--- src/rtl/sr_cmd_conditioner.sv ---
// Conditions raw asynchronous set/clear requests into clean, mutually exclusive,
// clock-aligned S/R drive pulses for a downstream synchronous SR flip-flop.
module sr_cmd_conditioner #(
    parameter int SYNC_STAGES  = 2,
    parameter int DEB_CYCLES   = 4,
    parameter int CNT_W        = 8,
    parameter int PULSE_LEN    = 1,
    parameter int PRIORITY_CLR = 1
) (
    input  logic clk,
    input  logic rst,
    input  logic set_req,
    input  logic clr_req,
    output logic S,
    output logic R,
    output logic busy,
    output logic conflict
);

    typedef enum logic [1:0] {
        IDLE    = 2'd0,
        PULSE   = 2'd1,
        HOLDOFF = 2'd2
    } state_t;

    localparam int PW = (PULSE_LEN > 1) ? $clog2(PULSE_LEN) : 1;
    localparam logic [PW-1:0]    PULSE_LAST = PW'(PULSE_LEN - 1);
    localparam logic [CNT_W-1:0] DEB_LAST   = CNT_W'(DEB_CYCLES - 1);

    // Channel index 0 is set, index 1 is clear throughout.
    logic [1:0]             req_s;
    logic [SYNC_STAGES-1:0] sync_r [2];
    logic [CNT_W-1:0]       cnt_r  [2];
    logic [1:0]             deb_r;
    logic [1:0]             deb_d_r;
    logic [1:0]             pend_r;
    logic [1:0]             pend_next_s;
    logic [1:0]             rise_s;
    logic [1:0]             take_s;
    state_t                 state_r;
    state_t                 state_next_s;
    logic                   chan_r;
    logic                   chan_next_s;
    logic [PW-1:0]          pcnt_r;
    logic [PW-1:0]          pcnt_next_s;
    logic                   win_clr_s;
    logic                   s_r;
    logic                   r_r;
    logic                   busy_r;
    logic                   conflict_r;

    assign req_s  = {clr_req, set_req};
    assign rise_s = deb_r & ~deb_d_r;

    // Synchronise and debounce both request channels.
    always_ff @(posedge clk or negedge rst) begin
        if (!rst) begin
            for (int i = 0; i < 2; i++) begin
                sync_r[i] <= '0;
                cnt_r[i]  <= '0;
            end
            deb_r   <= 2'b00;
            deb_d_r <= 2'b00;
        end else begin
            deb_d_r <= deb_r;
            for (int i = 0; i < 2; i++) begin
                sync_r[i] <= {sync_r[i][SYNC_STAGES-2:0], req_s[i]};
                if (sync_r[i][SYNC_STAGES-1] == deb_r[i]) begin
                    cnt_r[i] <= '0;
                end else if (cnt_r[i] == DEB_LAST) begin
                    deb_r[i] <= sync_r[i][SYNC_STAGES-1];
                    cnt_r[i] <= '0;
                end else begin
                    cnt_r[i] <= cnt_r[i] + CNT_W'(1);
                end
            end
        end
    end

    // Arbitration and pulse sequencing; HOLDOFF may hand straight to the next
    // pending request because its own cycle already provides the S/R gap.
    always_comb begin
        state_next_s = state_r;
        chan_next_s  = chan_r;
        pcnt_next_s  = pcnt_r;
        take_s       = 2'b00;
        win_clr_s    = pend_r[1] & (~pend_r[0] | (PRIORITY_CLR != 0));
        case (state_r)
            IDLE, HOLDOFF: begin
                if (|pend_r) begin
                    state_next_s = PULSE;
                    chan_next_s  = win_clr_s;
                    pcnt_next_s  = '0;
                    take_s       = win_clr_s ? 2'b10 : 2'b01;
                end else begin
                    state_next_s = IDLE;
                end
            end
            PULSE: begin
                if (pcnt_r == PULSE_LAST) begin
                    state_next_s = HOLDOFF;
                end else begin
                    pcnt_next_s = pcnt_r + PW'(1);
                end
            end
            default: begin
                state_next_s = IDLE;
            end
        endcase
        pend_next_s = (pend_r & ~take_s) | rise_s;
    end

    // State, pending flags and registered drive outputs.
    always_ff @(posedge clk or negedge rst) begin
        if (!rst) begin
            state_r    <= IDLE;
            chan_r     <= 1'b0;
            pcnt_r     <= '0;
            pend_r     <= 2'b00;
            s_r        <= 1'b0;
            r_r        <= 1'b0;
            busy_r     <= 1'b0;
            conflict_r <= 1'b0;
        end else begin
            state_r    <= state_next_s;
            chan_r     <= chan_next_s;
            pcnt_r     <= pcnt_next_s;
            pend_r     <= pend_next_s;
            s_r        <= (state_r == PULSE) && !chan_r;
            r_r        <= (state_r == PULSE) && chan_r;
            busy_r     <= (state_r != IDLE) || (|pend_r);
            conflict_r <= &(pend_next_s & ~pend_r);
        end
    end

    assign S        = s_r;
    assign R        = r_r;
    assign busy     = busy_r;
    assign conflict = conflict_r;

endmodule

--- config.mk ---
export PLATFORM = sky130hd
export DESIGN_NAME = sr_cmd_conditioner
export DESIGN_NICKNAME = d
export VERILOG_FILES = /design/src/rtl/sr_cmd_conditioner.sv
export SDC_FILE = /design/constraint.sdc
export NUM_CORES = 1
export LEC_CHECK = 0
export ABC_AREA = 1
export BUFFER_PORTS_ARGS = -buffer_cell sky130_fd_sc_hd__buf_4
export CAP_MARGIN = 20
export CORE_MARGIN = 3
export CORE_UTILIZATION = 52
export DETAILED_ROUTE_END_ITERATION = 16
export HOLD_SLACK_MARGIN = 0.12
export PLACE_DENSITY = 0.72
export SYNTH_ARGS = -nofsm -noshare
export SYNTH_HDL_FRONTEND = slang
export SYNTH_SLANG_ARGS = --single-unit
--- constraint.sdc ---
create_clock -name clk -period 1 [get_ports clk]
set_input_delay 0.2 -clock clk [delete_from_list [all_inputs] [get_ports clk]]
set_output_delay 0.2 -clock clk [all_outputs]
set_load 0.01 [all_outputs]
After elaboration in Yosys (flattened, before gate mapping) --
Cells that the tools add are included.
Storage, ports and cells: logic and storage cells 62, register bits 34, input port bits 4, output and inout bits 4
Operators by class: equal/unequal tests 8, reductions and logical operators 14, muxes and demuxes 13, bitwise operators 9, $add $sub $neg 3
Operators by type and width (number):
- $mux 8 | 4
- $add 8x1->8 const B | 2
- $eq 8x2->1 const B | 2
- $reduce_and 2->1 | 5
- $mux 2 | 4
- $and 2x2->2 | 3
- $not 2->2 | 3
- $ne 2x2->1 const B | 2
- $pmux 2 s2 | 1
- $reduce_bool 2->1 | 2
- $reduce_or 2->1 | 2
- $mux 1 | 3
- $eq 1x1->1 | 2
- $eq 2x1->1 const B | 1
- $eq 2x2->1 const B | 1
- $logic_and 1x1->1 | 2
- $logic_not 2->1 | 1
- $not 1->1 | 2
- $or 2x2->2 | 1
- $pmux 1 s2 | 1
- $add 1x1->1 const B | 1
- $logic_not 1->1 | 1
- $logic_or 1x1->1 | 1

Logic depth before layout (Yosys ltp) --
Gate-level depths: netlist of run 1.
word-level depth 8, gate-level depth with buffers 6, gate-level depth less buffers 6

Worst setup path after synthesis of run 1 --
OpenSTA, ideal clock, no wires.
kind reg2reg, start register cnt_r[0] in the netlist's numbering, end register cnt_r[0] in the netlist's numbering, data arrival time 0.954 ns, buffers on the path 0, data required time 0.880 ns, slack -0.073 ns, cell stages (with the launch flop) 7, library setup time 0.120 ns, path through dfrtp_1 > ha_1 > inv_1 > nor3_1 > nand2_1 > nand2_1 > nor2_1
Between the ends: cells in the longest elaborated chain, start to end 3, elaborated cells on any way between the ends 4
Ends and longest elaborated chain:
- start, declared | line 33 | logic [CNT_W-1:0] cnt_r [2];
- start signal, assigned by index | line 74 | cnt_r[i] <= cnt_r[i] + CNT_W'(1);
- $add 8x1->8 / $eq 8x2->1 (equally long branches) | line 74, 70
- $mux 8 (*) | line 70 | end else if (cnt_r[i] == DEB_LAST) begin
- $mux 8 (*) | line 68 | if (sync_r[i][SYNC_STAGES-1] == deb_r[i]) begin
Every way passes the cells marked *; elsewhere a longest branch is shown, timed or not. A chain may end at the register's enable or synchronous reset.

Worst setup path in the final report of run 1 --
start register cnt_r[11] in the netlist's numbering, end register deb_r[0]
Between the ends: cells in the longest elaborated chain, start to end 2
Ends and longest elaborated chain:
- $eq 8x2->1 | line 70
- $reduce_and 2->1 (no source line)
- end signal, assigned by index | line 71 | deb_r[i] <= sync_r[i][SYNC_STAGES-1];
- end, declared | line 34 | logic [1:0] deb_r;
Every way passes these cells.

==> flow_metrics.env, run 1 <==
export IMPL_status="complete, but fails checks"
export IMPL_violations="negative setup slack"
export IMPL_synth_edf_count=0
export IMPL_fin_nets=197
export IMPL_cp_arrival_ps=1330
export IMPL_met3_usage_pct=7.80
export IMPL_areaGrowthSynthToFinish_pct=31.2
export IMPL_maxCapViolCount=0
export IMPL_numCtsBuffers=5
export IMPL_power_mw=4.18
export IMPL_yosysUniqueCellTypes=14
export IMPL_fmax_mhz=899
export IMPL_synth_compound_area_share_pct=3.02
export IMPL_ys_seq_area_share_pct=58.7
export IMPL_dpl_hpwl_mm=1.72
export IMPL_period_share_pct=111
export IMPL_grt_pass1_wl_mm=4.59
export IMPL_cts_path_max_buffers=2
export IMPL_worstMarginPinSlew_ps=406
export IMPL_rrSetupSlack_ps=-110
export IMPL_vdd_drop_max_mv=2.00
export IMPL_setup_viol=19
export IMPL_drt_wirelength_per_cell_um=11.5
export IMPL_die_h_um=58.0
export IMPL_synth_area_per_cell_um2=8.79
export IMPL_core_um2=2520
export IMPL_floorplan_die_area_um2=3360
export IMPL_clkTransAtPathRegs_ps=110
export IMPL_synth_top_family_by_area="simple AND/OR/NAND/NOR gates"
export IMPL_synth_warnings=0
export IMPL_grt_remaining_overflow=0
export IMPL_synthSimpleGateAreaFrac_pct=25.8
export IMPL_grt_busiest_layer="met2"
export IMPL_gp_congestion=0.866
export IMPL_setup_tns_final_ps=-1110
export IMPL_dpl_worst_slack_ps=-121
export IMPL_portBuffers=7
export IMPL_globalRouteMet2Util_pct=29.7
export IMPL_worst_clock_skew_ps=18.6
export IMPL_synth_top_area_cell="dfrtp_1"
export IMPL_cp_required_ps=1220
export IMPL_timing_critical_path_fanout_max=3
export IMPL_synth_seq_cells=33
export IMPL_syn_num_nets=166
export IMPL_root_buffer="clkbuf_4"
export IMPL_drive_above_1_share_pct=33.3
export IMPL_start_util_pct=55.8
export IMPL_antenna_left=0
export IMPL_drt_total_wl_mm=2.55
export IMPL_die_w_um=58.0
export IMPL_clk_latency_ps=340
export IMPL_critPathMostFrequentCell="nand2_1"
export IMPL_synthMuxAreaShare_pct=0
export IMPL_vias_per_cell=4.87
export IMPL_drc=0
export IMPL_final_max_slew_viol_count=0
export IMPL_synth_area_top_cells="dfrtp_1 59%, nand2_1 11%, inv_1 6.1%, nor2_1 5.9%, xor2_1 3.7%"
export IMPL_synth_cells=160
export IMPL_syn_area_um2=1410
export IMPL_synthAdderAreaFrac_pct=1.78
export IMPL_yosysTopAreaCellShare_pct=58.7
export IMPL_layout_min_cycle_time_ps=1110
export IMPL_grtUsageMet1_pct=21.1
export IMPL_htreeDepth=2
export IMPL_synth_common_cells="42 x nand2_1, 33 x dfrtp_1, 23 x inv_1"
export IMPL_clock_sinks=33
export IMPL_relSlewSlack_pct=73.0
export IMPL_synth_xor_area_share_pct=3.74
export IMPL_synth_most_common_cell="nand2_1"
export IMPL_cts_tree="done"
export IMPL_worstPathCellList="inv_1 -> nand2_1 -> nor2_2 -> nand2_2 -> nand2_1 -> nand2_1"
export IMPL_synth_ff_type="dfrtp_1"
export IMPL_slowest_delay_ps=420
export IMPL_hold_class="input port to async pin"
export IMPL_worstSetupPathType="register to register"
export IMPL_io_pins=8
export IMPL_cp_end_kind="register"
export IMPL_final_setup_worst_slack_ps=-112
export IMPL_grt_antenna_before_repair=0
export IMPL_fillers=181
export IMPL_hold_viol=0
export IMPL_cp_start_kind="register"
export IMPL_grt_pass1_vias=1081
export IMPL_drtIter0Drc=40
export IMPL_track_usage_pct=18.5
export IMPL_n_antenna_cell=0
export IMPL_drtPass1Iterations=4
export IMPL_grt_start_max_net_pins=34
export IMPL_p_per_area_nw_per_um2=2260
export IMPL_num_vias=1082
export IMPL_rsz0062_at_grt="true"
export IMPL_num_rows=18
export IMPL_crit_slowest_cell="dfrtp_1"
export IMPL_leakagePower_nw=0.883
export IMPL_ys_async_sr_fraction_pct=100
[path summary, 6_finish.rpt]
check | depth (start not counted) | from | to
setup / recovery | 6 | cnt_r[11]$_DFF_PN0_ | deb_r[0]$_DFFE_PN0P_
hold / removal | 2 | rst | cnt_r[3]$_DFF_PN0_
setup reg to reg | 6 | cnt_r[11]$_DFF_PN0_ | deb_r[0]$_DFFE_PN0P_
hold reg to reg | 0 | sync_r[2]$_DFF_PN0_ | sync_r[3]$_DFF_PN0_
max in group asynchronous | 2 | rst | cnt_r[15]$_DFF_PN0_
min in group clk | 0 | sync_r[2]$_DFF_PN0_ | sync_r[3]$_DFF_PN0_
[final cells by class]
| cell class | count | area (um2) | area share [%] |
|---|---|---|---|
| flip-flops and latches | 33 | 826 | 44.7 |
| multi-input cells | 101 | 591 | 32.0 |
| repair buffers | 24 | 206 | 11.2 |
| inverters | 26 | 100 | 5.42 |
| clock buffers | 7 | 55.1 | 2.98 |
| well taps | 30 | 37.5 | 2.03 |
| clock inverters | 1 | 30.0 | 1.63 |
[critical path, delay by kind of cell (launching register included)]
kind / cells / cell delay (ps)
flip-flops: 1 / 420
buffers and inverters: 1 / 100
AND/OR/NAND/NOR: 5 / 460
[timing repair]
item	in CTS	in global routing
pin swaps	3	9
hold buffers	3	0
setup buffers	3	1
setup endpoints to repair	18	22
resized for setup	16	18
endpoints found under the hold margin	35	0
[per-stage QoR]
| step | area (um2) | hold WS [ps] | utilization (%) | cells |
|---|---|---|---|---|
| after detailed placement | 1580 | 165 | 62.7 | 207 |
| after global routing | 1850 | 341 | 73.2 | 222 |
| after floorplan | 1420 | -95.6 | - | 160 |
| after global placement | 1580 | 157 | 62.7 | 207 |
| final | 1850 | 321 | 73.2 | 222 |
| after CTS | 1760 | 324 | 69.8 | 221 |
[cells by family after synthesis]
logic type,after synthesis
and+or+nand+nor,86
DFF,33
buffers and inverters,26
AOI/OAI and AO/OA,7
xor gates and xnor gates,6
adders and majority gates,2
[per-layer routing]
layer  routed length [um]  up-vias
li1                     -      542
met1                 1100      516
met2                 1290       17
met3                  102        7
met4                   59        0
met5                    0        -
[cell usage in the layout, fill, tap and decap left out]
cell type      count
dfrtp_1           33
o21ai_1            4
o21ai_0            1
nor2_1            17
nand2_2            6
nand3_1            6
ha_4               2
nor2_2            12
buf_6              5
bufinv_16          1
inv_1             20
nand2_4            2
inv_2              5
dlygate4sd3_1      3
nor3_4             2
xor2_2             1
inv_4              1
nand3_2            2
xor2_1             5
nand2_1           36
nor2_4             1
a21oi_2            2
clkbuf_8           1
clkbuf_1           1
nor3_1             2
buf_4             16
clkbuf_4           5
[power by group]
group | total (mW) | switching (mW) | internal (mW)
Combinational | 1.26 | 0.699 | 0.564
Clock | 1.03 | 0.433 | 0.597
Sequential | 1.89 | 0.244 | 1.64
[state kept, by name, indices dropped and copies added, names as in the netlist, 2 cells and up]
name     count
deb_r        2
sync_r       4
cnt_r       16
deb_d_r      2
state_r      2
pend_r       2
Note: power is estimated with default switching activity, not from simulation.
==> run 2, diff against run 1 <==
--- a/config.mk
+++ b/config.mk
@@ -5,14 +5,14 @@
 export SDC_FILE = /design/constraint.sdc
 export NUM_CORES = 1
 export LEC_CHECK = 0
-export ABC_AREA = 1
 export BUFFER_PORTS_ARGS = -buffer_cell sky130_fd_sc_hd__buf_4
 export CAP_MARGIN = 20
 export CORE_MARGIN = 3
 export CORE_UTILIZATION = 52
 export DETAILED_ROUTE_END_ITERATION = 16
 export HOLD_SLACK_MARGIN = 0.12
-export PLACE_DENSITY = 0.72
+export PLACE_DENSITY = 0.73
+export SKIP_LAST_GASP = 1
 export SYNTH_ARGS = -nofsm -noshare
 export SYNTH_HDL_FRONTEND = slang
 export SYNTH_SLANG_ARGS = --single-unit
==> run 2 against run 1 <==
Against the previous run:
- non-clock buffer count grew 12
- the run still ends with negative setup slack left
- sequential power about the same
- clock power down 28%
- worst hold slack better by 19 ps
- global-route usage hardly changed
- critical endpoint unchanged
- first-iteration DRC count fell by 45%
==> flow_metrics.env, run 2 <==
export IMPL_final_max_slew_viol_count=0
export IMPL_worst_clock_skew_ps=2.83
export IMPL_mostFrequentLayoutCells="32 x dfrtp_1, 24 x buf_4, 9 x o21ai_0, 9 x buf_6, 8 x nor2_1"
export IMPL_clkTransAtPathRegs_ps=90
export IMPL_cp_end_kind="register"
export IMPL_antenna_left=0
export IMPL_drt_total_wl_mm=2.57
export IMPL_timing_critical_path_fanout_max=2
export IMPL_finalNonFillerCells=185
export IMPL_vdd_drop_max_mv=1.69
export IMPL_fillers=142
export IMPL_drc=0
export IMPL_layout_commonest_cell="dfrtp_1"
export IMPL_areaGrowthSynthToFinish_pct=37.0
export IMPL_cp_required_ps=1220
export IMPL_root_buffer="clkbuf_4"
export IMPL_path_buf_inv=0
export IMPL_synth_area_top_cells="dfrtp_1 62%, nor2_1 3.7%, o21ai_0 3.4%, xor2_1 3.3%, or3_1 2.8%"
export IMPL_dp_cells=170
export IMPL_drt_wirelength_per_cell_um=13.9
export IMPL_setup_viol=22
export IMPL_dpl_hpwl_mm=1.64
export IMPL_cts_path_max_buffers=2
export IMPL_hold_class="input port to async pin"
export IMPL_leakagePower_nw=0.820
export IMPL_vias_per_cell=5.45
export IMPL_fin_nets=163
export IMPL_synth_common_cells="33 x dfrtp_1, 13 x nor2_1, 9 x o21ai_0"
export IMPL_register_area_um2=827
export IMPL_htreeDepth=2
export IMPL_violations="negative setup slack"
export IMPL_cp_num_cells=4
export IMPL_start_util_pct=57.3
export IMPL_drtIter0Drc=22
export IMPL_relSlewSlack_pct=73.3
export IMPL_layout_min_cycle_time_ps=1640
export IMPL_syn_num_nets=121
export IMPL_largest_registers="cnt_r (16), sync_r (4)"
export IMPL_maxCapViolCount=0
export IMPL_synth_warnings=0
export IMPL_cts_tree="done"
export IMPL_clk_latency_ps=330
export IMPL_drtPass1Iterations=4
export IMPL_ys_async_sr_fraction_pct=100
export IMPL_grt_pass1_vias=984
export IMPL_die_h_um=56.6
export IMPL_synth_most_common_cell="dfrtp_1"
export IMPL_fmax_mhz=608
export IMPL_syn_area_um2=1330
export IMPL_gp_congestion=0.737
export IMPL_cp_arrival_ps=1860
export IMPL_yosysUniqueCellTypes=26
export IMPL_core_um2=2320
export IMPL_largest_reg_flops=16
export IMPL_r2r_end="deb_r[0]$_DFFE_PN0P_"
export IMPL_rsz0062_at_grt="true"
export IMPL_yosysTopAreaCellShare_pct=62.1
export IMPL_grt_pass1_wl_mm=4.40
export IMPL_reg2reg_depth=4
export IMPL_largest_register="cnt_r"
export IMPL_slowest_delay_ps=500
export IMPL_floorplan_die_area_um2=3200
export IMPL_n_antenna_cell=0
export IMPL_numCtsBuffers=5
export IMPL_hold_viol=0
export IMPL_worstSetupPathType="register to register"
export IMPL_num_vias=1009
export IMPL_crit_slowest_cell="or4b_4"
export IMPL_synth_ff_type="dfrtp_1"
export IMPL_die_w_um=56.6
export IMPL_synth_top_area_cell="dfrtp_1"
export IMPL_portBuffers=7
export IMPL_num_rows=17
export IMPL_dpl_worst_slack_ps=-644
export IMPL_track_usage_pct=18.5
export IMPL_synth_area_per_cell_um2=11.6
export IMPL_synth_seq_cells=33
export IMPL_multiInputGateArea_um2=569
export IMPL_grt_antenna_before_repair=0
export IMPL_cp_start_kind="register"
export IMPL_drive_above_1_share_pct=41.4
export IMPL_r2r_start="cnt_r[9]$_DFF_PN0_"
export IMPL_status="complete, but fails checks"
export IMPL_clock_sinks=33
export IMPL_cp_top_family="simple AND/OR/NAND/NOR gates"
export IMPL_period_share_pct=164
export IMPL_p_per_area_nw_per_um2=2300
export IMPL_worstPathCellList="ha_2 -> or4b_4 -> nor4_4 -> mux2_4"
export IMPL_ys_seq_area_share_pct=62.1
export IMPL_rrSetupSlack_ps=-640
export IMPL_worstMarginPinSlew_ps=401
export IMPL_final_setup_worst_slack_ps=-645
export IMPL_synth_cells=115
export IMPL_grt_remaining_overflow=0
export IMPL_io_pins=8
export IMPL_synth_edf_count=0
export IMPL_grt_start_max_net_pins=34
==> run 2: cell count changes after synthesis, sizes merged, moves of 3 or more <==
cell,change
nand2,-37
inv,-20
nor2,-17
or3,+6
o21ai,+5
a21oi,+4
nor3,-4
xnor2,+3
==> run 2: final cells by class <==
class | instances | area share (%)
clock buffers | 7 | 3.02
inverters | 6 | 1.24
multi-input cells | 75 | 31.3
flip-flops and latches | 33 | 45.4
well taps | 28 | 1.92
repair buffers | 36 | 17.1
==> run 2: where the power goes <==
group / internal, mW / total (mW) / leakage, nW / switching [mW]
Sequential: 1.66 / 1.89 / 0.426 / 0.236
Combinational: 0.847 / 1.54 / 0.362 / 0.698
Clock: 0.331 / 0.739 / 0.0314 / 0.408
==> run 2: how the worst max path moves through the flow <==
stage / slack [ps] / end / start
final: -640 / deb_r[0]$_DFFE_PN0P_ / cnt_r[9]$_DFF_PN0_
after global routing: -690 / deb_r[0]$_DFFE_PN0P_ / cnt_r[9]$_DFF_PN0_
after CTS: -640 / deb_r[0]$_DFFE_PN0P_ / cnt_r[8]$_DFF_PN0_
after detailed placement: -640 / deb_r[0]$_DFFE_PN0P_ / cnt_r[8]$_DFF_PN0_
after global placement: -590 / deb_r[0]$_DFFE_PN0P_ / cnt_r[9]$_DFF_PN0_
after floorplan: -680 / deb_r[0]$_DFFE_PN0P_ / cnt_r[8]$_DFF_PN0_
==> run 2: per-stage QoR <==
stage	area, um2	total power [mW]	setup TNS, ps	hold WS (ps)	util (%)
after floorplan	1350	2.55	-7990	-95.6	-
after global placement	1590	3.02	-7290	153	68.6
after detailed placement	1590	3.10	-8020	163	68.6
after CTS	1780	4.11	-8650	337	76.7
after global routing	1820	4.47	-10020	353	78.5
final	1820	4.18	-8720	340	78.5
==> run 2: logic make-up (layout without fill, tap and decap cells) <==
logic type / after synthesis / in the layout / share of synthesized area [%]
simple gates: 45 / 45 / 18.1
fa+ha+maj: 2 / 2 / 1.88
buf+inv: 7 / 49 / 2.26
flops: 33 / 33 / 62.1
mux: 1 / 1 / 0.847
xor+xnor: 8 / 8 / 5.27
compound gates: 19 / 19 / 9.51
==> run 2: timing repair <==
action | CTS | global route
gates resized for setup | 19 | 10
hold buffers | 3 | 0
endpoints found under the hold margin | 35 | 0
endpoints found under the setup margin | 22 | 23
buffers inserted | 4 | 3
pin swaps | 8 | 9
cloned | 0 | 0
==> run 2: routing by layer <==
metal,routed length (um),GRT usage (%),up-vias
met5,0,0,-
met4,90,10.2,0
met3,106,7.13,11
met2,1200,26.6,20
met1,1170,23.9,499
li1,-,-,479
==> run 3, diff against run 2 <==
--- a/config.mk
+++ b/config.mk
@@ -5,13 +5,14 @@
 export SDC_FILE = /design/constraint.sdc
 export NUM_CORES = 1
 export LEC_CHECK = 0
+export ABC_AREA = 1
 export BUFFER_PORTS_ARGS = -buffer_cell sky130_fd_sc_hd__buf_4
 export CAP_MARGIN = 20
 export CORE_MARGIN = 3
 export CORE_UTILIZATION = 52
 export DETAILED_ROUTE_END_ITERATION = 16
 export HOLD_SLACK_MARGIN = 0.12
-export PLACE_DENSITY = 0.73
+export PLACE_DENSITY = 0.72
 export SKIP_LAST_GASP = 1
 export SYNTH_ARGS = -nofsm -noshare
 export SYNTH_HDL_FRONTEND = slang
==> run 3 against run 2 <==
Against the previous run:
- the run still ends with negative setup slack left
- critical path depth is 2 higher
- clock skew is 16 ps higher
- worst setup slack better by 530 ps
- utilization is 5.5 points lower
- worst hold slack worse by 19 ps
- non-clock buffer count is 12 lower
- combinational power is 18% lower
- register-to-register slack better by 530 ps
- total power hardly changed
- via count is 6.8% higher
- sequential share of layout area is 0.59 points lower
- clock-buffer cell count stayed put
==> flow_metrics.env, run 3 (synthesis results as in run 1) <==
export IMPL_status="complete, but fails checks"
export IMPL_violations="negative setup slack"
export IMPL_cp_top_family="simple AND/OR/NAND/NOR gates"
export IMPL_grt_pass1_vias=1083
export IMPL_grt_remaining_overflow=0
export IMPL_grt_antenna_before_repair=0
export IMPL_numCtsBuffers=5
export IMPL_largest_reg_flops=16
export IMPL_period_share_pct=112
export IMPL_cts_path_max_buffers=2
export IMPL_swShare_pct=32.9
export IMPL_seqPwrFrac_pct=45.2
export IMPL_mostFrequentLayoutCells="36 x nand2_1, 33 x dfrtp_1, 21 x inv_1, 17 x nor2_1, 17 x buf_4"
export IMPL_root_buffer="clkbuf_4"
export IMPL_vias_per_cell=4.86
export IMPL_n_antenna_cell=0
export IMPL_p_switching_mw=1.38
export IMPL_start_util_pct=55.8
export IMPL_timing_critical_path_fanout_max=3
export IMPL_largest_register="cnt_r"
export IMPL_drtPass1Iterations=4
export IMPL_clockPowerShare_pct=24.7
export IMPL_fmax_mhz=897
export IMPL_core_um2=2520
export IMPL_areaGrowthSynthToFinish_pct=31.0
export IMPL_final_setup_worst_slack_ps=-115
export IMPL_drtIter0Drc=39
export IMPL_fin_nets=197
export IMPL_worstPathCellList="inv_1 -> nand2_1 -> nor2_2 -> nand2_2 -> nand2_1 -> nand2_1"
export IMPL_hold_class="input port to async pin"
export IMPL_p_int_mw=2.80
export IMPL_grt_pass1_wl_mm=4.59
export IMPL_die_w_um=58.0
export IMPL_clkTransAtPathRegs_ps=110
export IMPL_hold_viol=0
export IMPL_clock_sinks=33
export IMPL_layout_min_cycle_time_ps=1120
export IMPL_worstMarginPinSlew_ps=403
export IMPL_portBuffers=7
export IMPL_power_frac_comb_pct=30.2
export IMPL_grt_start_max_net_pins=34
export IMPL_leakagePower_nw=0.885
export IMPL_vdd_drop_max_mv=2.00
export IMPL_drt_total_wl_mm=2.57
export IMPL_drive_above_1_share_pct=32.8
export IMPL_drt_wirelength_per_cell_um=11.6
export IMPL_track_usage_pct=18.5
export IMPL_relSlewSlack_pct=73.1
export IMPL_die_h_um=58.0
export IMPL_p_per_area_nw_per_um2=2270
export IMPL_cp_arrival_ps=1330
export IMPL_worst_clock_skew_ps=18.9
export IMPL_antenna_left=0
export IMPL_layout_commonest_cell="nand2_1"
export IMPL_num_vias=1078
export IMPL_critPathMostFrequentCell="nand2_1"
export IMPL_gp_congestion=0.866
export IMPL_path_buf_inv=1
export IMPL_final_util_pct=73.0
export IMPL_clk_latency_ps=340
export IMPL_setup_viol=20
export IMPL_num_rows=18
export IMPL_htreeDepth=2
export IMPL_io_pins=8
export IMPL_power_mw=4.18
export IMPL_floorplan_die_area_um2=3360
export IMPL_final_max_slew_viol_count=0
export IMPL_drc=0
export IMPL_slowest_delay_ps=420
export IMPL_cts_tree="done"
export IMPL_worstSetupPathType="register to register"
export IMPL_cp_start_kind="register"
export IMPL_cp_required_ps=1220
export IMPL_crit_slowest_cell="dfrtp_1"
export IMPL_maxCapViolCount=0
export IMPL_rsz0062_at_grt="true"
export IMPL_dpl_hpwl_mm=1.72
export IMPL_setup_tns_final_ps=-1130
export IMPL_largest_registers="cnt_r (16), sync_r (4)"
export IMPL_cp_end_kind="register"
-- run 3: cell count changes in the layout (fill, tap and decap cells not counted), sizes merged, moves of 5 or more --
| cell | change |
|---|---|
| o21ai | -5 |
| nand2 | +37 |
| inv | +20 |
| buf | -12 |
| or3 | -6 |
| nor2 | +17 |
-- run 3: worst paths after layout --
kind,from,endpoint,slack [ps],cells past startpoint
max,cnt_r[11]$_DFF_PN0_,deb_r[0]$_DFFE_PN0P_,-120,6
min,rst,cnt_r[3]$_DFF_PN0_,320,2
max reg2reg,cnt_r[11]$_DFF_PN0_,deb_r[0]$_DFFE_PN0P_,-120,6
min reg2reg,sync_r[2]$_DFF_PN0_,sync_r[3]$_DFF_PN0_,350,0
max in group asynchronous,rst,cnt_r[15]$_DFF_PN0_,370,2
min in group clk,sync_r[2]$_DFF_PN0_,sync_r[3]$_DFF_PN0_,350,0
-- run 3: final cells by class --
| type | instances | area, um2 |
|---|---|---|
| clock buffer | 7 | 55.1 |
| timing repair buffer | 24 | 203 |
| fill | 179 | 681 |
| tap | 30 | 37.5 |
| inverter | 26 | 100 |
| clock inverter | 1 | 30.0 |
| sequential | 33 | 826 |
| multi-input combinational | 101 | 591 |
-- run 3: power by group through the flow --
stage	Combinational (mW)	Clock, mW	Sequential, mW
after floorplan	0.573	0	1.88
after global placement	0.981	0	1.84
after detailed placement	1.01	0	1.87
after CTS	1.14	1.06	1.85
after global routing	1.41	1.13	1.94
final	1.26	1.03	1.89
-- run 3: metrics by stage --
step                setup WS (ps)  cells  hold slack (ps)  area, um2
floorplan                   -17.1    160            -95.6       1420
global placement            -76.8    207              157       1580
detailed placement           -121    207              165       1580
CTS                         -87.7    221              324       1760
global route                 -191    222              341       1840
finish                       -115    222              321       1840
-- run 3: layer usage --
layer	up-vias	wire, um	GRT usage, %
met3	6	98	7.80
met5	-	0	0
met2	16	1320	29.7
met4	0	45	9.60
li1	543	-	-
met1	513	1100	21.1
-- run 3: what timing repair did --
item	4_1_cts	5_1_grt
hold buffers	3	0
resized for setup	15	17
pin swaps	3	9
setup endpoints to repair	18	22
setup buffers	3	1
cloned	0	0
hold endpoints to repair	35	0
